File: config.mk
export PLATFORM = sky130hd
export DESIGN_NAME = alu_result_capture
export DESIGN_NICKNAME = d
export VERILOG_FILES = /design/src/rtl/alu_result_capture.sv
export SDC_FILE = /design/constraint.sdc
export NUM_CORES = 1
export LEC_CHECK = 0
export CORE_MARGIN = 2
export CORE_UTILIZATION = 35
export DETAILED_ROUTE_END_ITERATION = 7
export MAX_ROUTING_LAYER = met4
export SETUP_SLACK_MARGIN = 0.05
export SYNTH_ARGS = -nofsm -noshare
export SYNTH_HDL_FRONTEND = slang
export SYNTH_SLANG_ARGS = --single-unit
File: constraint.sdc
create_clock -name clk -period 4.6 [get_ports clk]
set_input_delay 0.92 -clock clk [delete_from_list [all_inputs] [get_ports clk]]
set_output_delay 0.92 -clock clk [all_outputs]
set_load 0.005 [all_outputs]
File: src/rtl/alu_result_capture.sv
// Consumer end of the ALU output: captures HI/LO for multiply/divide, queues register
// writebacks in a small FIFO and holds the last accepted flags plus a sticky overflow bit.
module alu_result_capture #(
    parameter int unsigned DEPTH = 4,
    parameter int unsigned PTR_W = 2
) (
    input  logic             clk,
    input  logic             reset,
    input  logic             in_valid,
    output logic             in_ready,
    input  logic [4:0]       FS,
    input  logic [31:0]      Y_hi,
    input  logic [31:0]      Y_lo,
    input  logic             N,
    input  logic             Z,
    input  logic             V,
    input  logic             C,
    input  logic [1:0]       in_sel,
    input  logic             in_wr,
    input  logic [4:0]       in_rd,
    output logic             out_valid,
    input  logic             out_ready,
    output logic [4:0]       out_rd,
    output logic [31:0]      out_data,
    output logic [31:0]      HI,
    output logic [31:0]      LO,
    output logic             N_q,
    output logic             Z_q,
    output logic             V_q,
    output logic             C_q,
    output logic             V_sticky,
    input  logic             clr_sticky,
    output logic [PTR_W:0]   count
);

    localparam logic [4:0]     FsMul = 5'h1E;
    localparam logic [4:0]     FsDiv = 5'h1F;
    localparam logic [PTR_W:0] Full  = (PTR_W + 1)'(DEPTH);

    logic [PTR_W-1:0] wr_ptr, rd_ptr;
    logic [4:0]       mem_rd   [DEPTH];
    logic [31:0]      mem_data [DEPTH];

    logic        accept, is_hilo, push, pop;
    logic [31:0] wb_data;

    assign in_ready  = (count != Full);
    assign out_valid = (count != '0);
    assign accept    = in_valid & in_ready;
    assign is_hilo   = (FS == FsMul) || (FS == FsDiv);
    assign push      = accept & ~is_hilo & in_wr & (in_rd != 5'd0);
    assign pop       = out_valid & out_ready;

    // Head is masked so the outputs read zero whenever the queue is empty.
    assign out_rd   = out_valid ? mem_rd[rd_ptr]   : 5'd0;
    assign out_data = out_valid ? mem_data[rd_ptr] : 32'd0;

    always_comb begin
        wb_data = Y_lo;
        unique case (in_sel)
            2'b01:   wb_data = HI;
            2'b10:   wb_data = LO;
            default: wb_data = Y_lo;
        endcase
    end

    always_ff @(posedge clk) begin
        if (push) begin
            mem_rd[wr_ptr]   <= in_rd;
            mem_data[wr_ptr] <= wb_data;
        end
    end

    always_ff @(posedge clk or negedge reset) begin
        if (!reset) begin
            wr_ptr   <= '0;
            rd_ptr   <= '0;
            count    <= '0;
            HI       <= '0;
            LO       <= '0;
            N_q      <= 1'b0;
            Z_q      <= 1'b0;
            V_q      <= 1'b0;
            C_q      <= 1'b0;
            V_sticky <= 1'b0;
        end else begin
            if (push) wr_ptr <= wr_ptr + 1'b1;
            if (pop)  rd_ptr <= rd_ptr + 1'b1;
            if (push && !pop)      count <= count + 1'b1;
            else if (pop && !push) count <= count - 1'b1;
            if (accept) begin
                N_q <= N;
                Z_q <= Z;
                V_q <= V;
                C_q <= C;
                if (is_hilo) begin
                    HI <= Y_hi;
                    LO <= Y_lo;
                end
            end
            // A newly accepted overflow takes priority over a clear in the same cycle.
            if (accept && V)     V_sticky <= 1'b1;
            else if (clr_sticky) V_sticky <= 1'b0;
        end
    end

endmodule

# Word level (Yosys, flattened, before mapping)
# Memories as Yosys holds them, arrays and structs flattened.
# Cells that the tools add are included.
# word_totals
regBits,76
ram_bits,148
inputBits,86
output_inout_bits,111
wordCells,47
memories,2
# mem_list
name,words,word_bits,rd,rd_clocked_by_memory_dff,write_ports,line_no,text
mem_data,4,32,1,0,1,42,logic [31:0] mem_data [DEPTH];
mem_rd,4,5,1,0,1,41,logic [4:0] mem_rd [DEPTH];
# classes
add_sub_neg,4
n_eq_ne,5
muxes,9
n_bitwise,6
reduce_logical,11
# op_table
operator,n
32-bit case mux with 2 select lines,1
32-bit two-way mux,1
5-bit == test (second input constant),2
3-bit two-way mux,2
1-bit bitwise AND,5
5-bit two-way mux,1
5-bit nonzero test,1
2-bit by 1-bit adder with 2-bit output (second input constant),2
1-bit two-way mux,4
2-bit nonzero test,2
3-bit by 1-bit adder with 3-bit output (second input constant),1
1-bit logical AND,3
3-bit inequality test (second input constant),1
3-bit nonzero test,1
3-bit by 1-bit subtractor with 3-bit output (second input constant),1
2-bit by 1-bit == test with 1-bit output (second input constant),1
2-bit == test (second input constant),1
1-bit zero test,2
2-bit AND reduction,1
1-bit logical OR,1
1-bit inverter,1

# Depth between registers and ports, before layout
# Gate-level depths: netlist of the first run.
# depth
ltp_word,10
mapped_depth,9
depth_no_buf,9

# Least setup slack after synthesis of the first run
# No wires, ideal clock.
# synth_path
kind,input to register
start,input in_rd[3]
end,memory mem_data[0][0] (enable)
setup_time_ns,0.398
t_arrival_ns,2.326
required_ns,4.202
slack_ns,1.876
stages,4
n_path_buf,0
path_cell_list,or4_1 nor2_1 nor3_2 and2_1
# synth_between
elab_chain_len,4
# synth_rtl
element,line_no,text
"start, declared",20,"input logic [4:0] in_rd,"
5-bit nonzero test,51,assign push = accept & ~is_hilo & in_wr & (in_rd != 5'd0);
1-bit bitwise AND,51,
via push,44,"logic accept, is_hilo, push, pop;"
1-bit two-way mux,68,if (push) begin
1-bit two-way mux (implied by the code),70,mem_data[wr_ptr] <= wb_data;
"end, declared",42,
# The timed path passes the listed nets, and every way through them passes these cells.

# Worst setup path after layout of the first run
# layout_path
start,register rd_ptr[1]
end,output out_data[14]
# layout_between
elab_chain_len,2
# layout_rtl
element,line_no,text
"start, declared",40,"logic [PTR_W-1:0] wr_ptr, rd_ptr;"
"start signal, assigned",88,if (pop) rd_ptr <= rd_ptr + 1'b1;
memory read 4 x 32 bit,n/a,
32-bit two-way mux,56,assign out_data = out_valid ? mem_data[rd_ptr] : 32'd0;
"end, declared",24,"output logic [31:0] out_data,"
# No other way between the ends.

==> impl_results.md, run 1 <==
* CTS Buf Count at 24
* Leak at 4.70 nW
* Most numerous cell in the Yosys netlist: edfxtp_1
* Die footprint at 28,400 sq um
* EDFF count, synth at 148
* R2r setup slk at 1.91 ns
* Final HPWL DP at 14,100 um
* Antenna-violating nets left at 0
* Syn Nets at 629
* Slew Limit Headroom at 31.5%
* Share of layout cells above drive strength 1 at 20.3%
* Sequential area share after synthesis at 66.9%
* Gr usage total at 15.7%
* CTS Sinks at 224
* Worst Skew at 0.0106 ns
* R2r startpoint: count[1]
* Largest net degree at the start of global routing at 77
* CP startpoint kind: flip-flop
* Initial Util at 35.4%
* Worst IR Drop VDD at 0.000266 V
* Fin Setup TNS at 0 ns
* Vias post-DR at 5,317
* Number of setup buffers added after CTS at 0
* Post-Syn Area at 9480 sq um
* Avg WL per Cell at 19.7 um
* DR pass1 iterations at 4
* Tmin final at 3.56 ns
* Period utilization at 77.3%
* CTS root buf: clkbuf_16
* GPL Wtd Cong at 0.782
* Vias in the first global route at 5,601
* Skew-Pair Late Insertion Delay at 0.51 ns
* Die Y at 169 um
* First-pass GRT wire length at 33,400 um
* IO Pins at 197
* Synth top area share at 46.9%
* Worst EP arrival at 2.64 ns
* Nets at 828
* # diodes at 0
* Min-Delay Startpoint: V_q
* Total Wirelength at 21,500 um
* Reg clk slew, reported paths at 0.06 ns
* Yosys cell types at 29
* Hold buffers post-CTS at 0
* Max_cap viols at 0
* CTS max path bufs at 3
* Mean Syn Cell Area at 17.7 sq um
* Row count at 60
* Layout area overhead at 31.2%
* Most frequent cells after synthesis: edfxtp_1, dfrtp_1, mux2_4, and2_1, mux4_2
* Main area contributors after synthesis: edfxtp_1, dfrtp_1, mux2_4, mux4_2, and2_1
* Async set-reset flop share out of synthesis at 33.9%
* Fin. Hold Viols at 0
* Status: finished, final reports clean
* Synth warn at 0
* Final setup viols at 0
* Post-route DRC at 0
* Synth Flop Type: edfxtp_1
* Worst slew pin tran at 1.03 ns
* Initial antenna violation count at 0
* CP endpoint kind: output port
* Area of the core at 26,800 sq um
* Fin Hold WS at 0.509 ns
* Post-CTS sizing at 0
* Critical path peak fanout at 38
* Power per cell area at 583 nW/um^2
* Setup CP Type: flip-flop to output port
* Cell taking the most area after synthesis: edfxtp_1
* Worst endpoint required time at 3.68 ns
* Fmax at 281 MHz
* Iteration-0 DRC Markers at 309
* CTS tree: yes
* Hold endpoint: V_q
* Mapped Cells at 535
* PortBufs at 195
* Worst r2r path cells at 5
* RSZ-0062 raised after global routing: no
* CTS H-tree lvls at 1
* Synth Register Bits at 224
* Total global routing overflow at 0
* Reg-to-Reg End: LO[2]
* Max-slew violation count at 0
* Class of the worst hold path: flip-flop to flip-flop
* Worst hold path depth at 2
* Vias/cell at 4.86
* Die W at 169 um
==> cell usage in the layout, fill, tap and decap left out, drive strengths merged, types with 6 or more instances in the layout <==
| master | count |
|---|---|
| clkdlybuf4s50 | 194 |
| edfxtp | 148 |
| dfrtp | 76 |
| mux2 | 69 |
| and2 | 41 |
| clkbuf | 39 |
| mux4 | 37 |
| nand2 | 37 |
| o21ai | 33 |
| a22oi | 32 |
| buf | 11 |
| ha | 7 |
| inv | 6 |
==> worst max-delay path, stage by stage, from the launching register on <==
cell             delay, ns
dfrtp_2               1.03
mux4_2                0.41
and2_1                0.21
clkdlybuf4s50_1       0.47
==> power breakdown <==
group | leakage, nW | switching [W] | internal (W)
Sequential | 2.28 | 0.000348 | 0.00260
Clock | 0.344 | 0.000734 | 0.00102
Combinational | 2.07 | 0.000885 | 0.00167
==> cells by family after synthesis <==
| group | Yosys count | synth area share (%) |
|---|---|---|
| AOI/OAI and AO/OA | 65 | 4.27 |
| DFF | 224 | 66.9 |
| adders and majority gates | 8 | 1.13 |
| xor gates and xnor gates | 6 | 0.554 |
| buffers and inverters | 38 | 2.80 |
| muxes | 106 | 19.4 |
| and+or+nand+nor | 88 | 4.96 |
==> metal layers <==
layer,track usage (%),share of wire [%]
met5,-,0
met4,3.49,1.5
met3,2.36,5.2
met2,24.2,47
met1,22.1,47
==> final cells by class <==
class	count	area (sq um)
Clock buffer	39	688
Clock inverter	5	30.0
Fill cell	2242	14400
Inverter	6	22.5
Multi-Input combinational cell	273	2880
Sequential cell	224	6350
Tap cell	341	427
Timing Repair Buffer	205	2050
==> through the flow <==
step / utilization [%] / power, W / area, sq um / worst slack (ns) / std cells
after detailed placement: 43.8 / 0.00559 / 11700 / 1.15 / 1049
after global placement: 43.8 / 0.00554 / 11700 / 1.18 / 1049
after global routing: 46.4 / 0.00765 / 12400 / 0.902 / 1093
after floorplan: - / 0.00412 / 9480 / 1.88 / 535
after CTS: 46.4 / 0.00738 / 12400 / 0.979 / 1093
final: 46.4 / 0.00726 / 12400 / 1.04 / 1093
==> registers in the layout (all words and copies together), names as in the netlist, 2 cells and up <==
name,cells
mem_data,128
HI,32
LO,32
mem_rd,20
count,3
rd_ptr,2
wr_ptr,2
==> how the worst max path moves through the flow <==
stage                   start              end  slack [ns]  depth (start not counted)
floorplan            in_rd[3]   mem_data[0][0]        1.88                          4
global placement    in_sel[0]   mem_data[0][0]        1.18                          5
detailed placement  in_sel[1]  mem_data[3][27]        1.15                          6
CTS                 rd_ptr[1]     out_data[14]        0.98                          3
global route        rd_ptr[1]     out_data[14]        0.90                          3
finish              rd_ptr[1]     out_data[14]        1.04                          3
Power figures use the tool's default switching activity.
==> run 2, diff against run 1 <==
- clock period: 4.6 -> 3.7 ns (I/O delays scaled with it)
==> run 2 against run 1 <==
Effect of this change: clock power grew 38%; combinational power is 27% higher; cell area up 0.88%; count of clock-buffer cells in the layout down 7; hold slack got worse by 0.22 ns; die area stayed put; wire length increased by 0.96%; sequential cell count is the same; register-to-register slack worse by 0.75 ns; core utilization rose by 0.41 points; worst setup slack got worse by 0.75 ns.
==> impl_results.md, run 2 (synthesized netlist as in run 1, its figures left out) <==
* Commonest non-fill, non-tap cell in the layout: clkdlybuf4s50_1 (unchanged)
* Gr usage total at 15.8% (was 15.7%)
* Critical path's top delay family: buffers and inverters (was flip-flops)
* Fmax at 293 MHz
* Row count at 60 (unchanged)
* CTS tree: yes (unchanged)
* Vias in the first global route at 5,713 (was 5,601)
* Buf/Inv on CP at 2 (was 1)
* Initial antenna violation count at 0 (unchanged)
* Share of layout cells above drive strength 1 at 21.3% (was 20.3%)
* Die W at 169 um (unchanged)
* Power per cell area at 740 nW/um^2 (was 583 nW/um^2)
* Nets at 832 (was 828)
* Hold buffers post-CTS at 0 (unchanged)
* Skew-Pair Late Insertion Delay at 0.52 ns (was 0.51 ns)
* PnR worst setup slack at 0.292 ns (was 1.04 ns)
* Total global routing overflow at 0 (unchanged)
* Largest net degree at the start of global routing at 61 (was 77)
* Fin Setup TNS at 0 ns (unchanged)
* R2r startpoint: count[2] (was count[1])
* Slew Limit Headroom at 27.9% (was 31.5%)
* Layout area overhead at 32.4% (was 31.2%)
* GPL Wtd Cong at 0.786 (was 0.782)
* Critical Path End: out_data[13] (was out_data[14])
* Vias post-DR at 5,397 (was 5,317)
* Pre-CTS setup slack at 0.345 ns (was 1.15 ns)
* Worst slew pin tran at 1.08 ns (was 1.03 ns)
* R2r setup slk at 1.16 ns (was 1.91 ns)
* Avg WL per Cell at 19.8 um (was 19.7 um)
* Vias/cell at 4.92 (was 4.86)
* CTS root buf: clkbuf_16 (unchanged)
* Fin. Hold Viols at 0 (unchanged)
* Tmin final at 3.41 ns
* Worst EP arrival at 2.67 ns (was 2.64 ns)
* Max FFs per register at 128 (unchanged)
* Area of the core at 26,800 sq um (unchanged)
* Worst IR Drop VDD at 0.000358 V (was 0.000266 V)
* Die footprint at 28,400 sq um (unchanged)
* CP Launch Point: rd_ptr[0] (was rd_ptr[1])
* Antenna-violating nets left at 0 (unchanged)
* CP startpoint kind: flip-flop (unchanged)
* Top reg by flops: mem_data (unchanged)
* CTS Buf Count at 25 (was 24)
* Reg-to-Reg End: mem_data[3][22] (was LO[2])
* Cell chain of the critical path: buf_4, mux4_2, and2_1, clkdlybuf4s50_1 (was mux4_2, and2_1, clkdlybuf4s50_1)
* Commonest non-fill, non-tap cells in the layout: clkdlybuf4s50_1, edfxtp_1, dfrtp_1 (unchanged)
* Max-slew violation count at 0 (unchanged)
* Status: finished, final reports clean (unchanged)
* Reg clk slew, reported paths at 0.06 ns (about the same)
* Max_cap viols at 0 (unchanged)
* Worst endpoint required time at 2.96 ns (was 3.68 ns)
* Class of the worst hold path: input pin to asynchronous set/reset pin (was flip-flop to flip-flop)
* Number of setup buffers added after CTS at 0 (unchanged)
* Period utilization at 92.1%
* First-pass GRT wire length at 33,700 um (was 33,400 um)
* CP endpoint kind: output port (unchanged)
* Final setup viols at 0 (unchanged)
* RSZ-0062 raised after global routing: no (unchanged)
* Critical path peak fanout at 14 (was 38)
* Iteration-0 DRC Markers at 285 (was 309)
* PortBufs at 195 (unchanged)
* Critical-path top delay cell: dfrtp_2 (unchanged)
* Worst Skew at 0.0153 ns (was 0.0106 ns)
* Slowest stage delay, CP at 0.70 ns (was 1.03 ns)
* Initial Util at 35.4% (unchanged)
* Final core utilization at 46.8% (was 46.4%)
* Final HPWL DP at 14,500 um (was 14,100 um)
* CTS Sinks at 224 (unchanged)
* Stages on the worst setup path at 4 (was 3)
* Worst r2r path cells at 4 (was 5)
* Fill cells at 2,300 (was 2,242)
* Leak at 4.76 nW (was 4.70 nW)
* Setup CP Type: flip-flop to output port (unchanged)
* # diodes at 0 (unchanged)
* CTS max path bufs at 3 (unchanged)
* Die Y at 169 um (unchanged)
* IO Pins at 197 (unchanged)
* Post-CTS sizing at 0 (unchanged)
* DR pass1 iterations at 4 (unchanged)
* CTS H-tree lvls at 1 (unchanged)
* Biggest registers after layout: mem_data x128, HI x32, LO x32 (unchanged)
* Post-route DRC at 0 (unchanged)
* Total Wirelength at 21,700 um (was 21,500 um)
run 2: cell types whose count changed in the layout (fill, tap and decap cells not counted), sizes merged:
cell,delta
bufinv,+3
buf,+3
inv,+2
clkbuf,-7
clkinv,+4
run 2: layout make-up:
type	instances	area [sq um]	area share (%)
sequential	224	6350	50.6
multi-input combinational	273	2880	22.9
timing repair buffer	208	2070	16.5
clock buffer	32	652	5.19
tap	341	427	3.40
clock inverter	14	153	1.22
inverter	6	22.5	0.179
run 2: worst min path at each step:
stage	cells after the start	slack [ns]	to	start
6_report	1	0.29	HI[2]	reset
5_1_grt	1	0.36	HI[11]	reset
4_1_cts	1	0.32	HI[2]	reset
3_5_place_dp	1	0.49	Z_q	Z_q
3_3_place_gp	2	0.46	V_q	V_q
2_1_floorplan	0	0.44	C_q	reset
run 2: where the power goes:
| group | switching [W] | internal (W) |
|---|---|---|
| registers | 0.000390 | 0.00323 |
| clock network | 0.000959 | 0.00146 |
| logic | 0.00116 | 0.00209 |
| total | 0.00251 | 0.00678 |
run 2: per-layer routing:
| metal | GRT usage [%] | up-vias | wire length (um) |
|---|---|---|---|
| met3 | 2.29 | 23 | 1060 |
| li1 | - | 2448 | - |
| met1 | 21.9 | 2753 | 10100 |
| met5 | - | - | 0 |
| met4 | 3.75 | 0 | 290 |
| met2 | 24.9 | 173 | 10200 |
run 2: stage by stage:
| stage | area, sq um | total power [W] | hold WS [ns] | cells |
|---|---|---|---|---|
| 3_3_place_gp | 11700 | 0.00691 | 0.464 | 1052 |
| 3_5_place_dp | 11700 | 0.00698 | 0.494 | 1052 |
| 6_report | 12600 | 0.00928 | 0.290 | 1098 |
| 2_1_floorplan | 9480 | 0.00512 | 0.444 | 535 |
| 4_1_cts | 12600 | 0.00944 | 0.319 | 1098 |
| 5_1_grt | 12600 | 0.00979 | 0.355 | 1098 |
